--- config.mk ---
export PLATFORM = sky130hd
export DESIGN_NAME = serial_xnor_cmp
export DESIGN_NICKNAME = d
export VERILOG_FILES = /design/src/rtl/serial_xnor_cmp.sv
export SDC_FILE = /design/constraint.sdc
export NUM_CORES = 1
export LEC_CHECK = 0
export ABC_AREA = 1
export CAP_MARGIN = 20
export CORE_AREA = 2 2 64 42
export DETAILED_ROUTE_END_ITERATION = 8
export DIE_AREA = 0 0 66 44
export PLACE_DENSITY = 0.56
export SLEW_MARGIN = 20
export SYNTH_ARGS = -nofsm -noshare
export SYNTH_HDL_FRONTEND = slang
export SYNTH_SLANG_ARGS = --single-unit
--- constraint.sdc ---
create_clock -name clk -period 1.4 [get_ports clk]
set_clock_uncertainty 0.05 [all_clocks]
set_input_delay 0.21 -clock clk [delete_from_list [all_inputs] [get_ports clk]]
set_output_delay 0.21 -clock clk [all_outputs]
set_load 0.02 [all_outputs]
--- src/rtl/serial_xnor_cmp.sv ---
// Bit-serial word comparator: folds LSB-first per-bit XNOR results into
// word equality, mismatch count and lowest mismatching bit index.
module serial_xnor_cmp #(
    parameter  int unsigned WIDTH = 8,
    localparam int unsigned CW    = $clog2(WIDTH + 1)
) (
    input  logic          clk,
    input  logic          reset,
    input  logic          start,
    input  logic          in_valid,
    input  logic          a,
    input  logic          b,
    output logic          busy,
    output logic          done,
    output logic          eq,
    output logic [CW-1:0] miss_cnt,
    output logic [CW-1:0] first_miss
);

    typedef enum logic [1:0] {
        IDLE  = 2'd0,
        SHIFT = 2'd1,
        DONE  = 2'd2
    } state_t;

    localparam logic [CW-1:0] LAST_IDX = CW'(WIDTH - 1);
    localparam logic [CW-1:0] NO_MISS  = CW'(WIDTH);

    state_t        state;
    state_t        state_nxt;
    logic [CW-1:0] idx;
    logic          start_ok_c;
    logic          take_bit_c;
    logic          bit_eq_c;

    assign start_ok_c = (state == IDLE) && start;
    assign take_bit_c = (state == SHIFT) && in_valid;
    assign bit_eq_c   = a ~^ b;

    // State register; busy/done are flopped decodes of the next state.
    always_ff @(posedge clk) begin
        if (reset) begin
            state <= IDLE;
            busy  <= 1'b0;
            done  <= 1'b0;
        end else begin
            state <= state_nxt;
            busy  <= (state_nxt == SHIFT);
            done  <= (state_nxt == DONE);
        end
    end

    always_comb begin
        state_nxt = state;
        case (state)
            IDLE:    if (start) state_nxt = SHIFT;
            SHIFT:   if (in_valid && (idx == LAST_IDX)) state_nxt = DONE;
            DONE:    state_nxt = IDLE;
            default: state_nxt = IDLE;
        endcase
    end

    // Result accumulation; results hold outside SHIFT until the next start.
    always_ff @(posedge clk) begin
        if (reset) begin
            idx        <= '0;
            eq         <= 1'b0;
            miss_cnt   <= '0;
            first_miss <= '0;
        end else if (start_ok_c) begin
            idx        <= '0;
            eq         <= 1'b1;
            miss_cnt   <= '0;
            first_miss <= NO_MISS;
        end else if (take_bit_c) begin
            eq  <= eq & bit_eq_c;
            idx <= (idx == LAST_IDX) ? '0 : idx + CW'(1);
            if (!bit_eq_c) begin
                miss_cnt <= miss_cnt + CW'(1);
                if (first_miss == NO_MISS) first_miss <= idx;
            end
        end
    end

endmodule

Yosys cells after proc, flatten, opt, wreduce, memory -nomap -nowiden
Index checks and enable logic that the tools add are counted.
- add/sub/neg operators: 2
- muxes and demuxes: 10
- bitwise logic cells: 3
- reduce and logical (&&, ||, !) cells: 10
- equality and inequality tests: 6
- operators with widths (kind ; number):
    4-bit 2-to-1 mux ; 5
    4-bit by 1-bit adder with 4-bit output (second input constant) ; 2
    3-bit AND reduction ; 2
    2-bit by 1-bit == test with 1-bit output (second input constant) ; 2
    4-bit by 3-bit == test with 1-bit output (second input constant) ; 1
    4-bit == test (second input constant) ; 1
    2-bit 2-to-1 mux ; 2
    2-bit case mux with 2 select lines ; 1
    2-bit nonzero test ; 2
    1-bit logical AND ; 3
    2-bit == test (second input constant) ; 1
    2-bit zero test ; 1
    1-bit 2-to-1 mux ; 2
    2-bit != test (second input constant) ; 1
    2-bit AND reduction ; 1
    2-bit OR reduction ; 1
    1-bit bitwise AND ; 1
    1-bit NOT ; 1
    1-bit XNOR ; 1
- input bits: 6
- flip-flop bits (word level): 17
- logic and storage cells: 39
- output and inout port bits: 11

Depth between registers and ports, before layout
- depth in word-level cells: 5
- gate-level depth with buffers: 8

Least setup slack after synthesis
OpenSTA, ideal clock, no wires.
- path kind: flip-flop to flip-flop
- start point: reg idx[0]
- end point: reg idx[3]
- required time: 1.229 ns
- cell stages (with the launch flop): 6
- setup slack: 0.168 ns
- arrival: 1.061 ns
- clock period less this slack: 1.232 ns
- cell sequence: dfxtp_1 > ha_1 > nand4_1 > or2_2 > nand2_1 > nor3_2
- word-level cells in the longest chain between the ends: 2
- ends and longest elaborated chain (element ; line ; text):
    start: declaration ; 31 ; logic [CW-1:0] idx;
    start signal: assignment ; 77 ; idx <= (idx == LAST_IDX) ? '0 : idx + CW'(1);
    4-bit by 1-bit adder with 4-bit output / 4-bit by 3-bit == test with 1-bit output (equally long branches) ; 77 ;
    4-bit 2-to-1 mux * ; 77 ;
Every way passes the cells marked *; elsewhere a longest branch is shown, timed or not.
A chain may end at the register's enable or synchronous reset.

Final worst setup path
- start point: reg idx[0]
- end point: reg idx[0]
The elaborated chain is that of the path after synthesis.

==> metrics.md <==
| Metric | Value |
|---|---|
| Congestion Overflow GR | `0` |
| WHS Path Cells | `2` |
| Die X-Extent | `66 µm` |
| Fin nets | `133` |
| Yosys top cell by area | `dfxtp_1` |
| Crit Reg-Reg Endpoint | `idx[0]` |
| Dpl cells | `152` |
| Worst Tran Pin Value | `0.2436 ns` |
| Syn_area_per_cell | `7.671 µm²` |
| Clock Tree Buf Depth | `2` |
| Outcome | `finished, final reports clean` |
| Sequential power share | `51.5%` |
| Top cell type's share of synthesized area | `44.81%` |
| Ports | `17` |
| First-pass GRT wire length | `2.628 mm` |
| Min-delay src | `eq` |
| Reg-to-Reg Start | `idx[0]` |
| Die area | `2904 µm²` |
| Buffers on Ports | `16` |
| WL/cell | `9.846 µm` |
| VDD IR max | `0.0006835 V` |
| Total of max-cap violations | `0` |
| Logic gate share of total power | `11.9%` |
| Layout cells sized above 1 | `16.13%` |
| WP data required | `1.49 ns` |
| Yosys cell types | `21` |
| Largest fanout on the critical path | `3` |
| R2R depth | `5` |
| Final hold viol count | `0` |
| Slew headroom | `83.63%` |
| Setup crit start | `idx[0]` |
| Pin count of the biggest net entering global routing | `10` |
| Fin crit share | `91.23%` |
| Vias in the first global route | `612` |
| Setup TNS | `0 ns` |
| Switching share of power | `23.74%` |
| Slew Limit Fails | `0` |
| DP HPWL | `1.230 mm` |
| Clock power share | `36.6%` |
| Post-Route WL | `1.536 mm` |
| Initial Utilization | `32.36%` |
| TritonCTS clock tree | `yes` |
| DRC | `0` |
| CP endpoint kind | `flip-flop` |
| Final ANT Viol Nets | `0` |
| Fin cells | `156` |
| Initial DRC Count | `21` |
| Final core utilization | `43.82%` |
| Crit Path Category | `flip-flop to flip-flop` |
| Core Footprint | `2347 µm²` |
| R2R setup slack | `0.12 ns` |
| Post-CTS Hold Buffers | `0` |
| Unrepaired setup endpoints after global routing | `false` |
| Met3 wire length | `81 µm` |
| Worst hold path class | `flip-flop to flip-flop` |
| Psw | `0.0002331 W` |
| Met2 WL post-DR | `618 µm` |
| Clk sinks | `17` |
| Number of diodes | `0` |
| CTS buffer count | `3` |
| Worst setup SP type | `flip-flop` |
| CP arrival | `1.37 ns` |
| #FFs+latches synth | `17` |
| Reg clk slew, reported paths | `0.06 ns` |
| Synth top area cells | `dfxtp_1 (45%), nand2_1 (12%), a21oi_1 (6.6%)` |
| Cell row count | `14` |
| Finish-stage setup viols | `0` |
| Total track usage | `12.36%` |
| Vias | `670` |
| 1st-pass router iterations | `4` |
| Max Used Layer | `met4` |
| Die Y-Extent | `44 µm` |
| Mapped Nets | `107` |
| Static leakage | `0.4641 nW` |
| H-tree levels | `1` |
| Fmax | `783.0 MHz` |
| Syn Inst Count | `99` |
| P&R area growth vs syn | `35.42%` |
| Antenna violations before repair | `0` |
| Post-synthesis sequential area ratio | `44.81%` |
| Minimum clock period | `1.277 ns` |
| CTS Root Cell | `clkbuf_8` |
| Yosys warns | `0` |
| Pwr/cell area | `954.6 nW/µm²` |
| Via density | `4.295` |
| P_int | `0.0007488 W` |
| Worst-Skew Late Latency | `0.25 ns` |
| Worst Hold End | `eq` |
| Syn Std Cell Area | `759.5 µm²` |
| Gpl congestion | `0.8241` |
| DRT met1 WL | `830 µm` |
-- cells in the mapped netlist, drive strengths merged --
cell type / count
nand3: 9
dfxtp: 17
ha: 2
nand3b: 1
nor3: 2
a21oi: 11
o21ai: 3
nand4: 1
or2: 2
inv: 15
nor2: 9
xnor2: 1
nand2: 26
-- cells in the final DEF, fill, tap and decap left out, types with 2 or more instances in the layout --
cell / instances
dlygate4sd2_1: 11
inv_1: 11
nor2_1: 8
buf_4: 5
a21oi_1: 10
o21ai_0: 3
clkdlybuf4s50_1: 5
nand3_2: 2
dfxtp_1: 17
nand3_1: 6
clkbuf_8: 3
inv_2: 4
nand2_1: 25
ha_1: 2
-- stage by stage --
step	hold slack (ns)	total power [W]	setup slack, ns	area [µm²]
floorplan	0.2291	0.0005825	0.1680	759.5
global placement	0.4088	0.0006413	-0.08909	997.2
detailed placement	0.4127	0.0006407	-0.08864	997.2
CTS	0.4223	0.001005	0.1134	1028
global route	0.4353	0.001037	0.01196	1028
finish	0.4165	0.0009818	0.1228	1028
-- cell type report --
| class | instances | area [µm²] |
|---|---|---|
| Fill cell | 251 | 1319 |
| Timing Repair Buffer | 21 | 183.9 |
| Multi-Input combinational cell | 67 | 362.8 |
| Sequential cell | 17 | 340.3 |
| Inverter | 15 | 56.30 |
| Tap cell | 32 | 40.04 |
| Clock buffer | 4 | 45.04 |
-- worst max path at each step --
stage,endpoint,slack [ns],cells after the start
after CTS,idx[0],0.11,5
after global placement,idx[0],-0.09,5
after detailed placement,idx[0],-0.09,5
after global routing,idx[0],0.01,5
final,idx[0],0.12,5
after floorplan,idx[3],0.17,5
-- critical path: stages, from the launching register on --
cell     delay, ns
dfxtp_1       0.34
ha_1          0.21
nand4_1       0.12
or2_2         0.32
nand2_1       0.10
a21oi_1       0.05
-- kinds of logic after synthesis --
group | after synthesis | share of synthesized area (%)
simple gates | 50 | 33.61
flops | 17 | 44.81
buf+inv | 15 | 7.413
compound gates | 14 | 9.720
fa+ha+maj | 2 | 3.294
xor+xnor | 1 | 1.153
-- registers in the layout (all words and copies together) (netlist names) --
| signal | flops |
|---|---|
| eq | 1 |
| first_miss | 4 |
| idx | 4 |
| miss_cnt | 4 |
| done | 1 |
| busy | 1 |
| state | 2 |
-- routing by layer --
layer | global-route usage, % | vias up
met5 | 0 | -
met4 | 2.449 | 0
met3 | 5.455 | 2
met2 | 17.58 | 17
met1 | 17.41 | 285
li1 | - | 366
-- repair_timing --
action / 4_1_cts / 5_1_grt
resized for setup: 11 / 0
setup buffers: 0 / 0
endpoints found under the setup margin: 11 / 0
-- power groups by stage --
| stage | clock (W) | combinational, W | sequential, W |
|---|---|---|---|
| after floorplan | 0 | 0.0000545 | 0.000528 |
| after detailed placement | 0 | 0.000124 | 0.000517 |
| after CTS | 0.000381 | 0.000118 | 0.000506 |
| after global routing | 0.000400 | 0.000130 | 0.000507 |
| after global placement | 0 | 0.000124 | 0.000517 |
| final | 0.000359 | 0.000117 | 0.000506 |
No activity file was read; power rests on OpenSTA's default activity.
==> patch: new RTL, same flow settings <==
The output `done` loses its register stage (`done` becomes a continuous assignment).
--- a/src/rtl/serial_xnor_cmp.sv
+++ b/src/rtl/serial_xnor_cmp.sv
@@ -44,3 +44,2 @@
             busy  <= 1'b0;
-            done  <= 1'b0;
         end else begin
@@ -48,5 +47,6 @@
             busy  <= (state_nxt == SHIFT);
-            done  <= (state_nxt == DONE);
         end
     end
+
+    assign done = (state_nxt == DONE);
 
Behaviour: not the same (Yosys sat finds a counterexample within 10 cycles, from zero or initial values and one cycle with reset high).
==> patch against the unedited design <==
  * The run now ends with setup timing left
  * Largest cell class unchanged
  * Worst setup slack got worse by 0.19 ns
  * Critical path depth decreased by 1
  * Sequential cell count decreased by 1
  * Cell area increased by 6.0%
  * Wire length increased by 8.9%
  * Synthesized area decreased by 5.1%
  * Utilization increased by 2.6 points
  * Total power increased by 3.4%
==> patch: results (changes against the unedited design) <==
- Routability congestion estimate from global placement: 0.767 (-6.9%)
- Setup ws final: -0.0643 ns (-0.187 ns)
- Slowest cell on the critical path: dfxtp_2
- CP delay by family, top: flip-flops
- Slew at the pin closest to its max-slew limit: 0.214 ns (-0.0294 ns)
- Xor-xnor portion of the synthesized cell area: 0% (-1.2 points)
- Critical path data arrival time: 1.20 ns (-0.17 ns)
- First-pass GRT wire length: 2.95 mm (+12%)
- Sequential Power Share: 47.0% (-4.5 points)
- Worst VDD drop: 0.593 mV (-13%)
- Signal buf overhead: 23.3% (+5.4 points)
- Hold_ws: 0.419 ns (+0.00203 ns)
- Failing checks: setup timing
- Status: complete, but fails checks
- Vias in the first global route: 700 (+14%)
- R2R cell count: 6 (+1)
- Setup WS pre-CTS: -0.477 ns (-0.389 ns)
- P_int: 0.777 mW (+3.7%)
- Area contributors post-synth: dfxtp_1 44%, nand2_1 11%, a21oi_1 6.9%
- Final Core Density: 46.4% (+2.6 points)
- Clock buf/inv share: 5.05% (+0.67 points)
- Cells after DPL: 157 (+3.3%)
- Via density: 4.38 (+1.9%)
- Final setup viols: 1 (+1)
- Layout cell share with drive strength beyond 1: 24.6% (+8.5 points)
- Signal buffers: 30 (+43%)
- Worst setup startpoint: idx[1]
- Fraction of area in multi-input gates: 33.1% (-2.2 points)
- Final nets: 139 (+4.5%)
- Initial DRC count: 20 (-4.8%)
- DP Area: 1020 um^2 (+2.4%)
- Multi-input comb cells: 65 (-3.0%)
- Total Neg Setup Slack: -0.0643 ns (-0.0643 ns)
-- patch: changes by cell type after synthesis, moves of 2 or more --
cell | before | now
nand2_1 | 25 | 21
inv_2 | 4 | 1
inv_1 | 11 | 13
nand2_2 | 0 | 2
nor3_1 | 1 | 3
o21ai_1 | 0 | 2
-- patch: repair_timing --
item                                    CTS  global route
pin swaps                                 0             3
buffers inserted                          0             1
resized for setup                        15             6
endpoints found under the setup margin   11             2
-- patch: routing by layer --
metal	part of all wire [%]	GRT usage, %	vias to the layer above	routed length (um)
li1	-	-	373	-
met1	51	17.3	315	851
met2	43	22.0	19	719
met3	5.4	5.71	2	90
met4	0.72	3.67	0	12
met5	0	0	-	0
-- patch: cells by family (layout without fill, tap and decap cells) --
family / after synthesis / after routing
adder cells (fa/ha/maj): 2 / 2
flip-flops: 16 / 16
AND/OR/NAND/NOR: 48 / 48
buffers and inverters: 15 / 49
AO/OA/AOI/OAI: 15 / 15
